$ cat src/rtl/cpu_axi_pkg.sv
// ============================================================================
// Module   : cpu_axi_pkg
// Purpose  : Shared AXI read-path types and constants for the CPU AXI master.
// Revision : 1.0
// ============================================================================
`default_nettype none

package cpu_axi_pkg;

    localparam int STATE_W = 2;

    typedef enum logic [STATE_W-1:0] {
        ST_IDLE = 2'd0,
        ST_AR   = 2'd1,
        ST_R    = 2'd2
    } arb_state_t;

    localparam logic [2:0] SIZE_4B     = 3'b010;
    localparam logic [1:0] BURST_INCR  = 2'b01;
    localparam logic [1:0] LOCK_NORMAL = 2'b00;
    localparam logic [3:0] CACHE_NONE  = 4'b0000;
    localparam logic [2:0] PROT_NONE   = 3'b000;

    localparam logic [3:0] ICACHE_ID   = 4'b0001;
    localparam logic [3:0] DCACHE_ID   = 4'b0010;

endpackage

`default_nettype wire

$ cat src/rtl/rr_arb2.sv
// ============================================================================
// Module   : rr_arb2
// Purpose  : Two-requester round-robin arbiter with a last-served pointer.
// Revision : 1.0
// ============================================================================
`default_nettype none

module rr_arb2 (
    input  logic       clk,
    input  logic       rst,
    input  logic [1:0] req,
    input  logic       upd,
    input  logic       upd_idx,
    output logic       any_req,
    output logic       win
);

    logic r_last;

    // Pointer starts at 1 so requester 0 wins the first tie after reset.
    always_ff @(posedge clk or posedge rst) begin
        if (rst) begin
            r_last <= 1'b1;
        end else if (upd) begin
            r_last <= upd_idx;
        end
    end

    assign any_req = |req;
    assign win     = (req == 2'b11) ? ~r_last : req[1];

endmodule

`default_nettype wire

$ cat src/rtl/axi_rd_arbiter.sv
// ============================================================================
// Module   : axi_rd_arbiter
// Purpose  : Merges ICache (port 0) and DCache (port 1) AXI3 read channels onto
//            one master, one outstanding burst, grant locked AR through last R.
// Revision : 1.0
// ============================================================================
`default_nettype none

module axi_rd_arbiter
    import cpu_axi_pkg::*;
#(
    parameter int ID_W   = 4,
    parameter int ADDR_W = 32,
    parameter int DATA_W = 32,
    parameter int LEN_W  = 4
) (
    input  logic              clk,
    input  logic              rst,
    input  logic [ID_W-1:0]   s0_arid,
    input  logic [ADDR_W-1:0] s0_araddr,
    input  logic [LEN_W-1:0]  s0_arlen,
    input  logic [2:0]        s0_arsize,
    input  logic [1:0]        s0_arburst,
    input  logic              s0_arvalid,
    output logic              s0_arready,
    output logic [ID_W-1:0]   s0_rid,
    output logic [DATA_W-1:0] s0_rdata,
    output logic [1:0]        s0_rresp,
    output logic              s0_rlast,
    output logic              s0_rvalid,
    input  logic              s0_rready,
    input  logic [ID_W-1:0]   s1_arid,
    input  logic [ADDR_W-1:0] s1_araddr,
    input  logic [LEN_W-1:0]  s1_arlen,
    input  logic [2:0]        s1_arsize,
    input  logic [1:0]        s1_arburst,
    input  logic              s1_arvalid,
    output logic              s1_arready,
    output logic [ID_W-1:0]   s1_rid,
    output logic [DATA_W-1:0] s1_rdata,
    output logic [1:0]        s1_rresp,
    output logic              s1_rlast,
    output logic              s1_rvalid,
    input  logic              s1_rready,
    output logic [ID_W-1:0]   m_arid,
    output logic [ADDR_W-1:0] m_araddr,
    output logic [LEN_W-1:0]  m_arlen,
    output logic [2:0]        m_arsize,
    output logic [1:0]        m_arburst,
    output logic [1:0]        m_arlock,
    output logic [3:0]        m_arcache,
    output logic [2:0]        m_arprot,
    output logic              m_arvalid,
    input  logic              m_arready,
    input  logic [ID_W-1:0]   m_rid,
    input  logic [DATA_W-1:0] m_rdata,
    input  logic [1:0]        m_rresp,
    input  logic              m_rlast,
    input  logic              m_rvalid,
    output logic              m_rready,
    output logic              grant,
    output logic              busy,
    output logic              len_err
);

    localparam logic [LEN_W:0] c_beat_one = {{LEN_W{1'b0}}, 1'b1};

    arb_state_t     r_state;
    arb_state_t     w_state_nxt;
    logic           r_grant;
    logic [LEN_W:0] r_beat;
    logic           r_len_err;
    logic           w_any_req;
    logic           w_win;
    logic           w_ar_hs;
    logic           w_r_hs;
    logic           w_capture;

    rr_arb2 u_rr_arb2 (
        .clk     (clk),
        .rst     (rst),
        .req     ({s1_arvalid, s0_arvalid}),
        .upd     (w_ar_hs),
        .upd_idx (r_grant),
        .any_req (w_any_req),
        .win     (w_win)
    );

    assign w_capture = (r_state == ST_IDLE) && w_any_req;
    assign w_ar_hs   = (r_state == ST_AR) && m_arvalid && m_arready;
    assign w_r_hs    = m_rvalid && m_rready;

    always_comb begin
        w_state_nxt = r_state;
        case (r_state)
            ST_IDLE: if (w_any_req)          w_state_nxt = ST_AR;
            ST_AR:   if (w_ar_hs)            w_state_nxt = ST_R;
            ST_R:    if (w_r_hs && m_rlast)  w_state_nxt = ST_IDLE;
            default:                         w_state_nxt = ST_IDLE;
        endcase
    end

    // Routing follows grant only; rid is forwarded untouched.
    always_comb begin
        s0_arready = 1'b0;
        s1_arready = 1'b0;
        m_rready   = 1'b0;
        s0_rid     = '0;
        s0_rdata   = '0;
        s0_rresp   = '0;
        s0_rlast   = 1'b0;
        s0_rvalid  = 1'b0;
        s1_rid     = '0;
        s1_rdata   = '0;
        s1_rresp   = '0;
        s1_rlast   = 1'b0;
        s1_rvalid  = 1'b0;
        if (r_state == ST_AR) begin
            s0_arready = ~r_grant & m_arready;
            s1_arready =  r_grant & m_arready;
        end
        if (r_state == ST_R) begin
            if (r_grant) begin
                m_rready  = s1_rready;
                s1_rid    = m_rid;
                s1_rdata  = m_rdata;
                s1_rresp  = m_rresp;
                s1_rlast  = m_rlast;
                s1_rvalid = m_rvalid;
            end else begin
                m_rready  = s0_rready;
                s0_rid    = m_rid;
                s0_rdata  = m_rdata;
                s0_rresp  = m_rresp;
                s0_rlast  = m_rlast;
                s0_rvalid = m_rvalid;
            end
        end
    end

    always_ff @(posedge clk or posedge rst) begin
        if (rst) begin
            r_state   <= ST_IDLE;
            r_grant   <= 1'b0;
            r_beat    <= '0;
            r_len_err <= 1'b0;
            m_arid    <= '0;
            m_araddr  <= '0;
            m_arlen   <= '0;
            m_arsize  <= '0;
            m_arburst <= '0;
            m_arvalid <= 1'b0;
        end else begin
            r_state <= w_state_nxt;
            if (w_capture) begin
                r_grant   <= w_win;
                r_beat    <= '0;
                m_arvalid <= 1'b1;
                m_arid    <= w_win ? s1_arid    : s0_arid;
                m_araddr  <= w_win ? s1_araddr  : s0_araddr;
                m_arlen   <= w_win ? s1_arlen   : s0_arlen;
                m_arsize  <= w_win ? s1_arsize  : s0_arsize;
                m_arburst <= w_win ? s1_arburst : s0_arburst;
            end
            if (w_ar_hs) begin
                m_arvalid <= 1'b0;
            end
            // Flags both an early rlast and a missing rlast at beat arlen.
            if (w_r_hs) begin
                r_beat <= r_beat + c_beat_one;
                if (m_rlast != (r_beat == {1'b0, m_arlen})) begin
                    r_len_err <= 1'b1;
                end
            end
        end
    end

    assign m_arlock  = LOCK_NORMAL;
    assign m_arcache = CACHE_NONE;
    assign m_arprot  = PROT_NONE;
    assign grant     = r_grant;
    assign busy      = (r_state != ST_IDLE);
    assign len_err   = r_len_err;

endmodule

`default_nettype wire

$ cat config.mk
export PLATFORM = sky130hd
export DESIGN_NAME = axi_rd_arbiter
export DESIGN_NICKNAME = d
export VERILOG_FILES = /design/src/rtl/cpu_axi_pkg.sv /design/src/rtl/rr_arb2.sv /design/src/rtl/axi_rd_arbiter.sv
export SDC_FILE = /design/constraint.sdc
export NUM_CORES = 1
export LEC_CHECK = 0
export ABC_AREA = 1
export CORE_MARGIN = 2
export CORE_UTILIZATION = 29
export DETAILED_ROUTE_END_ITERATION = 10
export PLACE_DENSITY = 0.82
export SLEW_MARGIN = 0
export SYNTH_ARGS = -nofsm -noshare
export SYNTH_HDL_FRONTEND = slang
export SYNTH_SLANG_ARGS = --single-unit
$ cat constraint.sdc
create_clock -name clk -period 2 [get_ports clk]
set_input_delay 0.6 -clock clk [delete_from_list [all_inputs] [get_ports clk]]
set_output_delay 0.6 -clock clk [all_outputs]
set_load 0.005 [all_outputs]
==> out/results.txt <==
Run status: complete, but fails checks
Violations in the final reports: setup timing
Initial antenna violation count: 0
Post-Synthesis Mean Instance Area: 7.06 um^2
Final Power: 7090 uW
Number of rows in the core area: 38
Placer congestion estimate: 0.869
Post-CTS clock slew at the launch and capture registers of the worst setup and hold paths: 0.07 ns
Final cell count without fillers: 893
Detailed placement HPWL: 10900 um
Synthesis Warnings: 0
Critical path start-end classification: flop to primary output
Die height: 111 um
Power Dens Cells: 1060 mW/mm^2
Count of input and output buffers: 268
Clock tree root buffer cell: clkbuf_16
Detailed-route via count: 4181
Violation count after the first detailed-routing iteration: 199
Shortest clock period the worst path allows after layout: 2.08 ns
Area of the mapped netlist: 0.00330 mm^2
Count of mapped cells out of synthesis: 468
Kind of path behind the tightest hold check: flop to flop
Post-route DRC violation count: 0
Unique masters post-synth: 26
CTS tree: built
Remaining antenna violation count after routing: 0
Die width: 111 um
Crit path required time: 1.40 ns
Routed length per placed instance: 16.2 um
Overall overflow remaining after global route: 0
Final hold violations: 0
Unrepaired setup endpoints after global routing: true
Layout cells sized above 1: 0.308
Number of buffers created by CTS: 5
Number of violations of the max-capacitance limit: 0
Worst supply voltage drop on vdd: 0.000694 V
Number of buffers added to fix hold violations after cts: 0
Critical path arrival: 1.48 ns
CTS max path bufs: 2
Wire length of the first global-routing pass: 22000 um
Most common cell after layout, fill and taps aside: clkdlybuf4s50_1
First drt pass iteration count: 4
Clock Sinks: 56
Growth of design area from synthesis to finish: 102%
Total number of H-tree levels: 2
Total Routing Usage GR: 0.222
Largest fanout on the critical path: 8
Largest net degree at the start of global routing: 46
Final routed wirelength across all metal layers: 14500 um
Post-Place Cells: 875
Commonest non-fill, non-tap cells in the layout: clkdlybuf4s50_1, buf_2, nand2_1
Startpoint kind of the worst setup timing path: flop
Diodes inserted: 0
Ratio of final minimum period to clock period: 1.04
Final Hold Slack: 0.471 ns
Setup crit end kind: primary output
Nets: 890
Worst clock skew on the final layout: 0.00312 ns
Via count of the first global-routing pass: 4233
Effective utilization at floorplan: 0.301
Number of synthesized register bits: 56
Via density per instance: 4.68
Final worst-path setup slack: -0.0829 ns
Ports: 278
F_max: 0.480 GHz
Static leakage: 0.00320 uW
Later-pin clock latency in the skew report: 0.29 ns
Total setup violations reported at the end of the flow: 78
Core area: 0.0110 mm^2
Die Area: 0.0123 mm^2
Sequential element share of the synthesized area: 0.425
Total count of max-transition violations in the final report: 0
layer usage:
layer | wire [um] | share of wire | GRT usage
met1 | 4970 | 0.34 | 0.219
met2 | 7850 | 0.54 | 0.429
met3 | 1190 | 0.082 | 0.0744
met4 | 473 | 0.033 | 0.0783
met5 | 0 | 0 | 0
power breakdown:
| group | switching [uW] | internal (uW) |
|---|---|---|
| sequential | 339 | 1670 |
| combinational | 1980 | 2230 |
| clock | 374 | 500 |
| total | 2690 | 4400 |
cell families after synthesis:
logic type	share of synthesized area
XOR/XNOR	0.00796
adder cells (fa/ha/maj)	0.00379
buffers and inverters	0.138
other	0.00114
AO/OA/AOI/OAI	0.178
AND/OR/NAND/NOR	0.246
flip-flops	0.425
synth_stat cells:
library cell  number  area share
buf_2             17       0.026
conb_1             1      0.0011
ha_1               1      0.0038
nand3_1            5      0.0076
buf_4             12       0.027
xor2_1             2      0.0053
o21ai_1           22       0.033
nor2_1           131        0.15
inv_2              4      0.0045
dfstp_2            1      0.0080
nand2_1           70       0.080
buf_6              2      0.0068
nand2_4            1      0.0034
o21ai_0           51       0.077
nor3_1             2      0.0030
o31ai_1            1      0.0023
o21ai_2           21       0.056
dfrtp_1           55        0.42
xnor2_1            1      0.0027
inv_1             56       0.064
o22ai_1            5      0.0095
clkbuf_2           2      0.0030
buf_8              1      0.0045
nor2_2             1      0.0019
nand4_1            1      0.0019
clkbuf_1           2      0.0023
timing repair:
item	in CTS	in global routing
setup buffers	1	3
cloned	4	3
gates resized for setup	374	105
setup endpoints to repair	85	84
pin swaps	3	7
flip-flops by register name, indices dropped and copies added, names as in the netlist:
name              count
m_arlen               4
len_err               1
m_arburst             2
m_araddr             32
m_arvalid             1
grant                 1
m_arid                4
u_rr_arb2.r_last      1
r_beat                5
m_arsize              3
r_state               2
worst paths after layout:
| check | start | depth (start not counted) | to | slack, ns |
|---|---|---|---|---|
| worst max-delay path | r_state[0]$_DFFE_PP0P_ | 5 | s0_rdata[23] | -0.08 |
| worst min-delay path | len_err$_DFFE_PP0P_ | 2 | len_err$_DFFE_PP0P_ | 0.47 |
| worst max register to register | r_state[0]$_DFFE_PP0P_ | 9 | m_araddr[23]$_DFFE_PP0P_ | 0.35 |
| worst min register to register | len_err$_DFFE_PP0P_ | 2 | len_err$_DFFE_PP0P_ | 0.47 |
| max in group asynchronous | rst | 3 | u_rr_arb2.r_last$_DFFE_PP1P_ | 0.93 |
| min in group asynchronous | rst | 2 | m_araddr[3]$_DFFE_PP0P_ | 0.56 |
per-stage QoR:
stage	util	instance area, um^2	TNS, ns	setup WS, ns
final	0.606	6660	-2.35	-0.0829
after floorplan	-	3330	0	0.0304
after CTS	0.566	6220	-1.50	-0.129
after detailed placement	0.568	6230	-28.21	-0.627
after global routing	0.606	6660	-8.06	-0.150
after global placement	0.568	6230	-27.97	-0.589
worst max-delay path: stages, from the launching register on:
cell	delay [ns]
dfrtp_1	0.41
nor2_4	0.20
nand2_4	0.15
clkbuf_16	0.21
nor2_1	0.10
buf_2	0.12
layout make-up:
class	count	area (um^2)
Fill cell	956	4330
Timing Repair Buffer	305	2830
Multi-Input combinational cell	324	1880
Sequential cell	56	1400
Inverter	60	225
Tap cell	140	175
Clock buffer	8	146
Power figures use the tool's default switching activity.
==> variant 1: new RTL, config.mk and constraints unchanged <==
The parameter `LEN_W` goes from 4 to 2.
--- a/src/rtl/axi_rd_arbiter.sv
+++ b/src/rtl/axi_rd_arbiter.sv
@@ -12,7 +12,7 @@
     parameter int ID_W   = 4,
     parameter int ADDR_W = 32,
     parameter int DATA_W = 32,
-    parameter int LEN_W  = 4
+    parameter int LEN_W  = 2
 ) (
     input  logic              clk,
     input  logic              rst,
Interface: changed (resized m_arlen, s0_arlen and s1_arlen); port bits go from 278 to 272. The function was not compared with the original's and may differ.
==> variant 1 against the original RTL <==
Largest cell class unchanged; setup slack worse by 0.089 ns; highest routed layer unchanged; synthesized area is 9.2% lower; sequential share of layout area is 1.5 points lower; fmax is 4.1% lower; total power is 7.0% lower; final area hardly changed; final cell count is 1.9% lower; routed wire length is 1.3% lower; sequential cell count is 4 lower; the run still ends with setup timing left; critical endpoint is now s1_rdata[19].
==> variant 1: results (changes against the original RTL) <==
Parameter                              Value

Final layout
  Sequential cell area    1300 um^2 (-7.2%)
  Non-clock buffer area fraction after layout    0.454 (+0.0290)
  Count of inverters other than clock inverters in the layout    57 (-5.0%)
  Non-clock buffer total of the final layout    316 (+3.6%)
  Ant diodes    1 (+1)
  Filler cells    784 (-18%)
  Multi-input gates    306 (-5.6%)
  Nets    872 (-2.0%)

Yosys
  Cell types with the largest area share after synthesis    sky130_fd_sc_hd__dfrtp_1 43%, sky130_fd_sc_hd__nor2_1 16%, sky130_fd_sc_hd__o21ai_1 9.2%
  Register area share after synthesis    0.434 (+0.00969)
  Count of cell types in the netlist    23 (-12%)
  Top cells by instance count after synthesis    127 x sky130_fd_sc_hd__nor2_1, 64 x sky130_fd_sc_hd__nand2_1, 55 x sky130_fd_sc_hd__o21ai_1
  Cells after Synth    441 (-5.8%)

Place
  Number of placed instances, taps included    836 (-4.5%)
  Gpl congestion    0.916 (+5.4%)
  Number of input and output port buffers inserted    262 (-2.2%)
  Cell area reported after detailed placement    5820 um^2 (-6.6%)
  Final HPWL from detailed placement    9430 um (-14%)

Detailed routing
  Routed metal-1 wirelength    5030 um (+1.2%)
  Total via count after detailed routing    4108 (-1.7%)
  Total iterations of the first detailed-routing run    5 (+1)

Clock tree
  Postcts setup bufs    23 (+22)
  Resize count post-CTS    470 (+26%)
  Clk root buf    sky130_fd_sc_hd__clkbuf_8

Status
  Outcome    finished with violations
  Failing checks    setup timing

Die
  Area of the die    11200 um^2 (-8.9%)

Global routing
  M1 GR Usage    0.239 (+0.0201)
  Met2 global-route usage    0.447 (+0.0171)
  Antenna violations before repair    1 (+1)

Power and ir drop
  Peak supply drop    0.561 mV (-19%)
  Static Leakage    3.15 nW (-1.6%)
  Seq group    1.85 mW (-8%)
  Switching fraction of total power    0.382 (+0.00201)
  Clock share of power    0.090 (-0.033)

STA
  Count of endpoints failing setup in the final report    76 (-2.6%)
  Worst setup margin    -0.172 ns (-0.0888 ns)
## variant 1: cell families (layout without fill, tap and decap cells)
family,after synthesis,count (layout),synth area share
other,1,10,0.00125
xor gates and xnor gates,1,1,0.00292
AOI/OAI and AO/OA,94,94,0.158
adders and majority gates,1,1,0.00417
buffers and inverters,91,381,0.141
DFF,52,52,0.434
and+or+nand+nor,201,201,0.258
## variant 1: worst paths after layout
kind / slack (ns) / cells after the start / endpoint / from
setup reg to reg: 0.30 / 9 / m_araddr[19] / r_state[0]
hold reg to reg: 0.48 / 2 / len_err / len_err
hold / removal: 0.48 / 2 / len_err / len_err
setup / recovery: -0.17 / 7 / s1_rdata[19] / r_state[0]
min in group asynchronous: 0.55 / 2 / m_araddr[23] / rst
max in group asynchronous: 0.94 / 3 / u_rr_arb2.r_last / rst
## variant 1: worst min-delay path, cell delays in order, from the launching register on
cell and delay (ns):
sky130_fd_sc_hd__dfrtp_1 0.35, sky130_fd_sc_hd__inv_1 0.04, sky130_fd_sc_hd__nand2_1 0.05
==> variant 2: new RTL, config.mk and constraints unchanged <==
Without the edit above. Reset style: synchronous (`rst`), changed in 2 clocked blocks.
--- a/src/rtl/rr_arb2.sv
+++ b/src/rtl/rr_arb2.sv
@@ -18,7 +18,7 @@
     logic r_last;
 
     // Pointer starts at 1 so requester 0 wins the first tie after reset.
-    always_ff @(posedge clk or posedge rst) begin
+    always_ff @(posedge clk) begin
         if (rst) begin
             r_last <= 1'b1;
         end else if (upd) begin
--- a/src/rtl/axi_rd_arbiter.sv
+++ b/src/rtl/axi_rd_arbiter.sv
@@ -138,7 +138,7 @@
         end
     end
 
-    always_ff @(posedge clk or posedge rst) begin
+    always_ff @(posedge clk) begin
         if (rst) begin
             r_state   <= ST_IDLE;
             r_grant   <= 1'b0;
Check against the original RTL: differs if rst is asserted again (counterexample within 4 cycles, from zero or initial values and one cycle with rst high); with rst held inactive, the same outputs for 10 cycles.
==> variant 2 against the original RTL <==
The flow still finishes with violations (setup timing); global-route usage is 0.41 points lower; final area decreased by 0.53%; setup slack improved by 0.022 ns; synthesized area shrank 8.0%; routed wire length fell by 1.6%; synthesized cell count is 3.2% higher; sequential cell count is the same; critical path type unchanged; largest cell class unchanged.
Power is not compared: it rests on default switching activity, and its combinational part moved more than twofold at a synthesized area within 25%.
==> variant 2: results (changes against the original RTL) <==
Parameter                              Value

STA
  Worst clock skew    0.00961 ns (+0.00649 ns)
  Final TNS setup    -1.08 ns (+1.27 ns)
  Worst setup margin    -0.0604 ns (+0.0225 ns)
  Count of endpoints failing setup in the final report    44 (-44%)

Yosys
  Compound-cell area share of the yosys netlist    0.199 (+0.0213)
  Post-synthesis async set-or-reset flop share    0 (-1.00)
  Post-synthesis adder-cell area fraction    0.00412 (+0.000331)
  Cell types with the largest area share after synthesis    sky130_fd_sc_hd__dfxtp_1 37%, sky130_fd_sc_hd__nand2_1 15%, sky130_fd_sc_hd__nor2_1 11%
  Most used DFF post-synth    sky130_fd_sc_hd__dfxtp_1
  Count of cell types in the netlist    22 (-15%)
  Register area share after synthesis    0.369 (-0.0556)
  Top cells by instance count after synthesis    119 x sky130_fd_sc_hd__nand2_1, 89 x sky130_fd_sc_hd__nor2_1, 59 x sky130_fd_sc_hd__inv_1
  Cells after Synth    483 (+3.2%)
  Post-synthesis share of cell area spent on xor and xnor gates    0.00865 (+0.000695)

Final layout
  Fraction of area in multi-input gates    0.301 (+0.0191)
  Non-clock buffer area fraction after layout    0.451 (+0.0259)
  Non-clock buffer total of the final layout    317 (+3.9%)
  Area growth from synthesis to layout    118%
  Fraction of final layout cells sized beyond drive strength 1    0.302 (-0.00655)
  Fraction of area in clock buffers and inverters    0.0176 (-0.00442)
  Sequential cell area    1130 um^2 (-20%)
  Filler cells    849 (-11%)

Critical path
  Largest delay share family, worst path    buffers and inverters
  Cell type of the slowest stage on the worst timing path    sky130_fd_sc_hd__dfxtp_2
  Crit Path Max Fanout    7 (-1)
  Signal arrival time at the worst endpoint    1.46 ns (-0.02 ns)

Status
  Outcome    finished with violations
  Failing checks    setup timing

Global routing
  M1 GR Usage    0.217 (-0.00166)
  Overall Global Routing Usage    0.218 (-0.00409)
  Met2 global-route usage    0.415 (-0.0142)
  Number of global-route vias before repair    4181 (-1.2%)
  Pin count of the biggest net entering global routing    56 (+22%)
  First-pass GRT wire length    20000 um (-9.4%)
  Met3 routing resource usage after global routing    0.0619 (-0.0124)

Detailed routing
  Detailed route wirelength on metal2    7570 um (-3.6%)
  Per-cell routed wire length    15.6 um (-3.7%)
  Routed metal-1 wirelength    5000 um (+0.72%)
  Met3 WL post-DR    1130 um (-4.4%)
  Total iterations of the first detailed-routing run    7 (+3)
  Total via count after detailed routing    4299 (+2.8%)

Place
  Worst slack at placement    -0.506 ns (+0.121 ns)
  Number of placed instances, taps included    883 (+0.91%)
  Final HPWL from detailed placement    10100 um (-8.0%)
  Cell area reported after detailed placement    6000 um^2 (-3.7%)

Clock tree
  Clock transition at path regs    0.10 ns (+0.03 ns)
  Resize count post-CTS    367 (-1.9%)
==> variant 2: worst paths after layout <==
kind | start | end | slack [ns] | cells past startpoint
setup / recovery | r_state[1] | s0_rdata[13] | -0.06 | 7
hold / removal | len_err | len_err | 0.47 | 2
setup reg to reg | r_state[1] | r_beat[3] | 0.34 | 12
hold reg to reg | len_err | len_err | 0.47 | 2
==> variant 2: worst reg2reg max path: stages (launching register included) <==
cell and delay (ns):
sky130_fd_sc_hd__dfxtp_2 0.35, sky130_fd_sc_hd__inv_2 0.05, sky130_fd_sc_hd__nor2_4 0.10, sky130_fd_sc_hd__buf_6 0.13, sky130_fd_sc_hd__buf_4 0.10, sky130_fd_sc_hd__buf_4 0.10
sky130_fd_sc_hd__nand2_2 0.06, sky130_fd_sc_hd__buf_4 0.13, sky130_fd_sc_hd__buf_4 0.13, sky130_fd_sc_hd__nor2_4 0.08, sky130_fd_sc_hd__buf_4 0.14, sky130_fd_sc_hd__nand2_1 0.06
sky130_fd_sc_hd__a21oi_1 0.17
